==> src/rtl/cache_flush_ctrl.sv <==
// Full-cache flush/invalidate walker: visits every set/way, writes back dirty
// lines through the bus handshake and clears dirty (optionally valid) bits.
module cache_flush_ctrl #(
  parameter int unsigned NUMWAYS  = 4,
  parameter int unsigned NUMLINES = 128,
  parameter int unsigned SETLEN   = 7
) (
  input  logic               clk,
  input  logic               reset_n,
  input  logic               FlushStart,
  input  logic               FlushInvalidate,
  input  logic               PortGrant,
  input  logic               WayValid,
  input  logic               WayDirty,
  input  logic               WbAck,
  output logic               PortReq,
  output logic [SETLEN-1:0]  FlushAdr,
  output logic [NUMWAYS-1:0] FlushWay,
  output logic               WbReq,
  output logic               ClearDirty,
  output logic               ClearValid,
  output logic               FlushBusy,
  output logic               FlushDone
);

  localparam int unsigned WAYLEN = $clog2(NUMWAYS);

  typedef enum logic [2:0] {
    IDLE  = 3'd0,
    READ  = 3'd1,
    CHECK = 3'd2,
    WB    = 3'd3,
    CLEAR = 3'd4,
    DONE  = 3'd5
  } state_t;

  state_t             state;
  logic [SETLEN-1:0]  setCnt;
  logic [WAYLEN-1:0]  wayCnt;
  logic [NUMWAYS-1:0] wayOneHot;
  logic               mode;

  logic lastEntry;
  logic checkDone;
  logic entryDone;

  // End of walk is detected on the counters themselves, no terminal-count bit.
  assign lastEntry = (setCnt == SETLEN'(NUMLINES - 1)) && (wayCnt == WAYLEN'(NUMWAYS - 1));
  assign checkDone = (state == CHECK) && !(WayValid && (WayDirty || mode));
  assign entryDone = checkDone || ((state == CLEAR) && PortGrant);

  always_ff @(posedge clk or negedge reset_n) begin
    if (!reset_n) begin
      state     <= IDLE;
      setCnt    <= '0;
      wayCnt    <= '0;
      wayOneHot <= NUMWAYS'(1);
      mode      <= 1'b0;
    end else begin
      unique case (state)
        IDLE: begin
          setCnt    <= '0;
          wayCnt    <= '0;
          wayOneHot <= NUMWAYS'(1);
          if (FlushStart) begin
            mode  <= FlushInvalidate;
            state <= READ;
          end
        end
        READ:  if (PortGrant) state <= CHECK;
        CHECK: begin
          if (WayValid && WayDirty)  state <= WB;
          else if (WayValid && mode) state <= CLEAR;
        end
        WB:    if (WbAck) state <= CLEAR;
        CLEAR: state <= CLEAR;
        DONE:  state <= IDLE;
        default: state <= IDLE;
      endcase

      // Advance: way is the inner loop, set the outer loop.
      if (entryDone) begin
        if (lastEntry) begin
          state <= DONE;
        end else begin
          wayCnt    <= wayCnt + WAYLEN'(1);
          wayOneHot <= {wayOneHot[NUMWAYS-2:0], wayOneHot[NUMWAYS-1]};
          if (wayCnt == WAYLEN'(NUMWAYS - 1)) setCnt <= setCnt + SETLEN'(1);
          state <= READ;
        end
      end
    end
  end

  // Status outputs decode straight from flops; clear strobes qualify on the live grant.
  assign PortReq    = (state == READ) || (state == CLEAR);
  assign FlushAdr   = setCnt;
  assign FlushWay   = wayOneHot;
  assign WbReq      = (state == WB);
  assign ClearDirty = (state == CLEAR) && PortGrant;
  assign ClearValid = (state == CLEAR) && PortGrant && mode;
  assign FlushBusy  = (state == READ) || (state == CHECK) || (state == WB) || (state == CLEAR);
  assign FlushDone  = (state == DONE);

endmodule

==> config.mk <==
export PLATFORM = sky130hd
export DESIGN_NAME = cache_flush_ctrl
export DESIGN_NICKNAME = d
export VERILOG_FILES = /design/src/rtl/cache_flush_ctrl.sv
export SDC_FILE = /design/constraint.sdc
export NUM_CORES = 1
export LEC_CHECK = 0
export ABC_AREA = 1
export CAP_MARGIN = 20
export CORE_UTILIZATION = 55
export DETAILED_ROUTE_END_ITERATION = 8
export DONT_BUFFER_PORTS = 1
export PLACE_DENSITY = 0.7
export RECOVER_POWER = 100
export SLEW_MARGIN = 10
export SYNTH_ARGS = -nofsm -noshare
export SYNTH_HDL_FRONTEND = slang
export SYNTH_SLANG_ARGS = --single-unit
==> constraint.sdc <==
create_clock -name clk -period 1.5 [get_ports clk]
set_input_delay 0.3 -clock clk [delete_from_list [all_inputs] [get_ports clk]]
set_output_delay 0.3 -clock clk [all_outputs]
set_load 0.05 [all_outputs]
Word level (Yosys, flattened, before mapping). Index checks and enable logic that the tools add are counted.

Register bits: 17. Input bits: 8. Output and inout bits: 17. Word-level logic and storage cells: 53.

Add/subtract/negate cells: 2. Eq/ne operators: 11. Mux-type cells: 18. Reductions and logical operators: 17.

Operators by type and width (number): 7-bit two-way mux (4); 3-bit two-way mux (7); 3-bit one-hot mux with 5 select lines (1); 4-bit two-way mux (3); 7-bit by 1-bit adder with 7-bit output, second input constant (1); 7-bit equality test, second input constant (1); 1-bit logical AND (7); 3-bit by 2-bit equality test with 1-bit output, second input constant (2); 3-bit equality test, second input constant (2); 1-bit logical OR (6); 2-bit two-way mux (3); 3-bit != test, second input constant (2); 4-bit by 2-bit != test with 1-bit output, second input constant (1); 4-bit AND reduction (1); 3-bit by 1-bit equality test with 1-bit output, second input constant (1); 3-bit zero test (1); 3-bit by 2-bit != test with 1-bit output, second input constant (1); 2-bit by 1-bit adder with 2-bit output, second input constant (1); 2-bit equality test, second input constant (1); 2-bit AND reduction (1); 1-bit zero test (1).

Depth between registers and ports, before layout. Gate-level depths: netlist of run 1.

Depth in word-level cells: 7. Gate-level depth with buffers: 8. Gate-level depth less buffers: 8.

Worst setup path after synthesis of run 1. Ideal clock, no wire load.

Kind: register to output. Start: reg state[0]. End: out FlushDone. Data arrival time: 1.524 ns. Slack: -0.324 ns. Stages on the path, launching flop included: 3. Buffers on the path: 0. Cells stage by stage: dfrtp_1 inv_1 nor3_1.

Longest elaborated chain between the ends: 1.

Ends and longest elaborated chain: start, declared (line 37) `state_t state;`; start signal, assigned (line 54) `state <= IDLE;`; start signal, assigned (line 67) `state <= READ;`; start signal, assigned (line 70) `READ: if (PortGrant) state <= CHECK;`; 3-bit equality test (line 103) `assign FlushDone = (state == DONE);`; end, declared (line 23) `output logic FlushDone`.

No other way between the ends.

Final worst setup path of run 1.
Start: reg state[1]. End: out PortReq.

Longest elaborated chain between the ends: 2. Elaborated cells on any way between the ends: 3. Those cells by class: eq/ne (2); reduce/logical (1).

Ends and longest elaborated chain: 3-bit by 1-bit equality test with 1-bit output or 3-bit equality test (tied branches) (line 96) `assign PortReq = (state == READ) || (state == CLEAR);`; 1-bit logical OR * (line 96); end, declared (line 16) `output logic PortReq,`.

Every way passes the cells marked *; elsewhere a longest branch is shown, timed or not.

==> results of run 1 <==
## layout make-up
class | count | area, µm²
multi-input cells | 100 | 613
clock buffers | 4 | 26.3
repair buffers | 36 | 333
inverters | 18 | 72.6
well taps | 25 | 31.3
fillers | 81 | 236
flip-flops and latches | 17 | 433
## per-stage QoR
stage,std cells,total power (W),setup WS [ns],utilization [%],TNS (ns)
floorplan,137,0.00161,0.00498,-,0
global route,200,0.00327,-0.281,86.5,-1.93
CTS,188,0.00264,-0.103,79.4,-0.366
global placement,178,0.00206,0.134,71.0,0
finish,200,0.00313,-0.175,86.5,-0.863
detailed placement,178,0.00210,0.101,71.0,0
## cells by family (layout without fill, tap and decap cells)
family,count (synthesis),in the layout,share of synthesized area [%]
fa+ha+maj,2,2,2.44
compound gates,9,9,4.39
xor+xnor,3,3,2.56
simple gates,86,86,40.4
flops,17,17,41.6
buf+inv,20,58,8.55
## power by group
group	switching, W	internal [W]	leakage, nW
logic	0.00113	0.000889	0.565
clock network	0.000150	0.000104	0.0150
registers	0.000274	0.000582	0.218
## critical path, cell delays in order, from the launching register on
cell and delay, ns:
dfrtp_2 0.48, nor2_4 0.18, buf_6 0.15, nand2_8 0.06, nand2_4 0.07, buf_12 0.13
## per-layer routing
layer	part of all wire [%]	routed length (µm)	vias up
met2	50	1840	92
met4	3.7	137	0
li1	-	-	517
met1	36	1320	541
met3	10	377	19
met5	0	0	-
## sequential cells by signal, indices dropped and copies added (netlist names)
register and flops:
FlushAdr 7, FlushWay 4, state 3, wayCnt 2, mode 1
## path summary, 6_finish.rpt
kind | to | depth (start not counted)
worst max-delay path | PortReq | 5
worst min-delay path | mode | 2
worst max register to register | FlushAdr[4] | 8
worst min register to register | wayCnt[1] | 2
max in group asynchronous | state[0] | 1
min in group asynchronous | FlushAdr[4] | 1
## cell usage after synthesis
master	n
o21ai_1	1
nor3_1	3
nand2_1	38
nor2_2	3
nand2_4	3
inv_1	16
o21ai_0	5
ha_1	2
nand2_2	2
inv_2	2
nand3_1	24
nand3b_1	1
nand3_2	1
a21oi_1	3
buf_2	1
nand4_1	2
dfrtp_1	16
buf_8	1
nor2_1	8
dfstp_2	1
nor2_4	1
xor2_1	3
## timing repair
| action | CTS | global route |
|---|---|---|
| hold buffers | 1 | 0 |
| gates resized for setup | 18 | 12 |
| endpoints found under the setup margin | 5 | 11 |
| pin swaps | 3 | 8 |
| setup buffers | 5 | 12 |
| endpoints found under the hold margin | 17 | 0 |
==> impl_results.md, run 1 <==
- Outcome: finished, violations left
- Failing checks: setup timing
- Synth Area per Inst: 7.48 µm²
- Fin nets: 186
- GRT Max-Usage Layer: met2
- Synthesis Warnings: 0
- DR vias: 1169
- First-pass GRT wire length: 4240 µm
- Core Area: 1750 µm²
- CP Class: reg -> out
- Met2 usage: 46.4%
- Unrepaired setup endpoints after global routing: yes
- Vias in the first global route: 979
- GP Congestion: 0.834
- Worst r2r src: state[2]
- Hold Vio Cnt, Final: 0
- Period minus WS final: 1.68 ns
- DRC: 0
- H-tree depth: 1
- Pleak: 0.798 nW
- DRT Pass-1 Iters: 4
- CP arrival: 1.38 ns
- Mapped Nets: 147
- Area share of the leading cell type in the synthesized netlist: 39.1%
- Max IR drop VDD: 2.12 mV
- Fmax: 597 MHz
- M1 GR Usage: 38.4%
- Startpoint Class: register
- Met3 usage: 8.00%
- Final slew viol count: 0
- IO buf count: 0
- Most common cell after layout, fill and taps aside: nand2_1
- Sink Count: 17
- Hold path startpoint: FlushInvalidate
- Area leader, netlist: dfrtp_1
- Hold WS: 0.174 ns
- Die X: 45.2 µm
- Flop-to-flop setup slack: -0.02 ns
- Seq/Total Area, Yosys: 41.6%
- Worst Tran Pin Value: 0.804 ns
- Synthesized netlist cell count: 137
- Clk slew on worst S/H paths: 0.09 ns
- Worst Path Required: 1.20 ns
- Post-route clock period utilization: 112%
- Post-DRT Antenna Nets: 0
- Die Area: 2040 µm²
- Clock skew: 0.00373 ns
- Row count: 15
- Drt via density: 5.85
- Commonest non-fill, non-tap cells in the layout: nand2_1 (35), nand3_1 (23), buf_4 (20)
- Worst Setup SP: state[1]
- Largest cells by area after synthesis: dfrtp_1 (39%), nand2_1 (14%), nand3_1 (12%)
- Hold Crit Class: in -> reg
- CP Max Fanout: 5
- Inserted Diodes: 0
- Final Instance Area: 1510 µm²
- Setup violations, final: 9
- Initial Util: 58.7%
- CTS Buf Count: 3
- Root Driver: clkbuf_4
- CTS tree: yes
- Post-synthesis cell type count: 22
- Grt ovf: 0
- Final wirelength: 3670 µm
- Maxcap violations: 0
- Flops & latches, synth: 17
- Share of cells above drive strength 1: 38.9%
- Area growth syn-to-layout: 47.3%
- Starting DRT DRC Count: 95
- Area after DPL: 1240 µm²
- Initial antenna violation count: 0
- Slew HR: 46.3%
- Setup ws final: -0.175 ns
- Clock Path Buffers: 2
- Detailed Place HPWL: 1800 µm
- I/O pin cnt: 25
- Largest net degree at the start of global routing: 18
- Skew-Pair Late Insertion Delay: 0.30 ns
- PD cells: 2070 nW/µm²
- Post-Syn Area: 1020 µm²
- WL/cell: 18.3 µm
- Die H: 45.2 µm
- Total global-route track usage: 30.3%
- Worst setup EP type: output pin
No activity file was read; power rests on OpenSTA's default activity.
==> run 2, diff against run 1 <==
Settings changed: BUFFER_PORTS_ARGS from default to -buffer_cell sky130_fd_sc_hd__buf_2, CORE_UTILIZATION 55 to 27, DONT_BUFFER_PORTS 1 to default, PLACE_DENSITY 0.7 to default.
==> impl_results.md, run 2 (synthesis gave the netlist of run 1 again) <==
- Outcome: finished, violations left
- Failing checks: setup timing
- Clk slew on worst S/H paths: 0.06 ns
- DR vias: 1024
- Maxcap violations: 0
- Worst Setup SP: state[1]
- Worst Tran Pin Value: 0.458 ns
- Final wirelength: 2560 µm
- Inserted Diodes: 0
- DRT Pass-1 Iters: 4
- CP Class: reg -> out
- P_int: 0.00149 W
- Met2 usage: 20.2%
- IO buf count: 24
- Die H: 63.6 µm
- Final slew viol count: 0
- Slew HR: 69.5%
- Fin nets: 195
- Switching share of power: 47.9%
- Dpl ws: 0.0786 ns
- Die Area: 4050 µm²
- Reg power frac: 25.1%
- Vias in the first global route: 914
- Grt ovf: 0
- Final core utilization: 42.1%
- Most common cell after layout, fill and taps aside: nand2_1
- CTS tree: yes
- M1 GR Usage: 16.9%
- Core Area: 3660 µm²
- Hold WS: 0.292 ns
- CTS Buf Count: 3
- Commonest non-fill, non-tap cells in the layout: nand2_1 (34), nand3_1 (23), buf_4 (18)
- Fmax: 648 MHz
- Pleak: 0.857 nW
- Post-Place Cells: 216
- Skew-Pair Late Insertion Delay: 0.26 ns
- Hold path startpoint: FlushInvalidate
- Final non-filler cell total: 232
- Drt via density: 4.41
- I/O pin cnt: 25
- Row count: 22
- Period minus WS final: 1.54 ns
- GP Congestion: 0.725
- Post-DRT Antenna Nets: 0
- Area growth syn-to-layout: 50.5%
- Root Driver: clkbuf_8
- Setup ws final: -0.0440 ns
- Detailed Place HPWL: 1730 µm
- H-tree depth: 1
- Post-route clock period utilization: 103%
- Largest net degree at the start of global routing: 18
- First-pass GRT wire length: 4080 µm
- Clock Path Buffers: 2
- PD cells: 1850 nW/µm²
- Startpoint Class: register
- Met3 usage: 2.54%
- Sink Count: 17
- Share of cells above drive strength 1: 41.8%
- Design Power: 0.00286 W
- Initial Util: 28.0%
- Initial antenna violation count: 0
- Max IR drop VDD: 0.635 mV
- Worst setup EP type: output pin
- Hold Vio Cnt, Final: 0
- Starting DRT DRC Count: 16
- Hold Crit Class: in -> reg
- Gate power share: 62.5%
- CP arrival: 1.24 ns
- CP Max Fanout: 3
- Total global-route track usage: 13.1%
- Unrepaired setup endpoints after global routing: yes
- GRT Max-Usage Layer: met2
- WL/cell: 11.0 µm
- Largest register FFs: 7
- Die X: 63.6 µm
- Setup violations, final: 5
- DRC: 0
- Clock skew: 0.00386 ns
- NetSw: 0.00137 W
- Worst Path Required: 1.20 ns
- Clk pwr share: 12.4%
- Worst r2r src: state[0]
-- run 2: per-stage QoR --
stage / area [µm²] / setup TNS, ns
after floorplan: 1040 / 0
after global placement: 1270 / 0
after detailed placement: 1270 / 0
after CTS: 1420 / -0.0756
after global routing: 1540 / -0.631
final: 1540 / -0.160
-- run 2: cell type report --
cell class	count	area, µm²
multi-input cells	101	603
well taps	48	60.1
repair buffers	44	329
inverters	18	72.6
clock buffers	4	45.0
flip-flops and latches	17	433
fillers	373	2120
-- run 2: critical path: stages (launching register included) --
cell and delay (ns):
dfrtp_2 0.45, buf_4 0.17, o21ai_1 0.15, nand2_2 0.08, buf_8 0.15
-- run 2: routing by layer --
layer | part of all wire, % | wire [µm]
met1 | 46 | 1190
met2 | 48 | 1240
met3 | 2.9 | 75
met4 | 2.2 | 56
met5 | 0 | 0
-- run 2: power groups by stage --
stage                     registers, W  logic [W]  clock network [W]
after floorplan               0.000792   0.000821                  0
after global placement        0.000674    0.00129                  0
after detailed placement      0.000677    0.00129                  0
after CTS                     0.000678    0.00156           0.000371
after global routing          0.000729    0.00194           0.000380
final                         0.000717    0.00179           0.000355
-- run 2: worst paths after layout --
path	slack [ns]	cells past startpoint	endpoint
min in group asynchronous	0.52	2	FlushAdr[6]
max reg2reg	0.05	8	wayCnt[0]
max in group asynchronous	0.63	2	FlushWay[0]
min	0.29	3	mode
max	-0.04	4	FlushBusy
min reg2reg	0.51	2	wayCnt[1]
-- run 2: repair_timing --
item	in CTS	in global routing
setup endpoints to repair	6	22
resized for setup	22	20
hold buffers	1	0
setup buffers	4	6
cloned	0	1
pin swaps	4	6
hold endpoints to repair	16	0
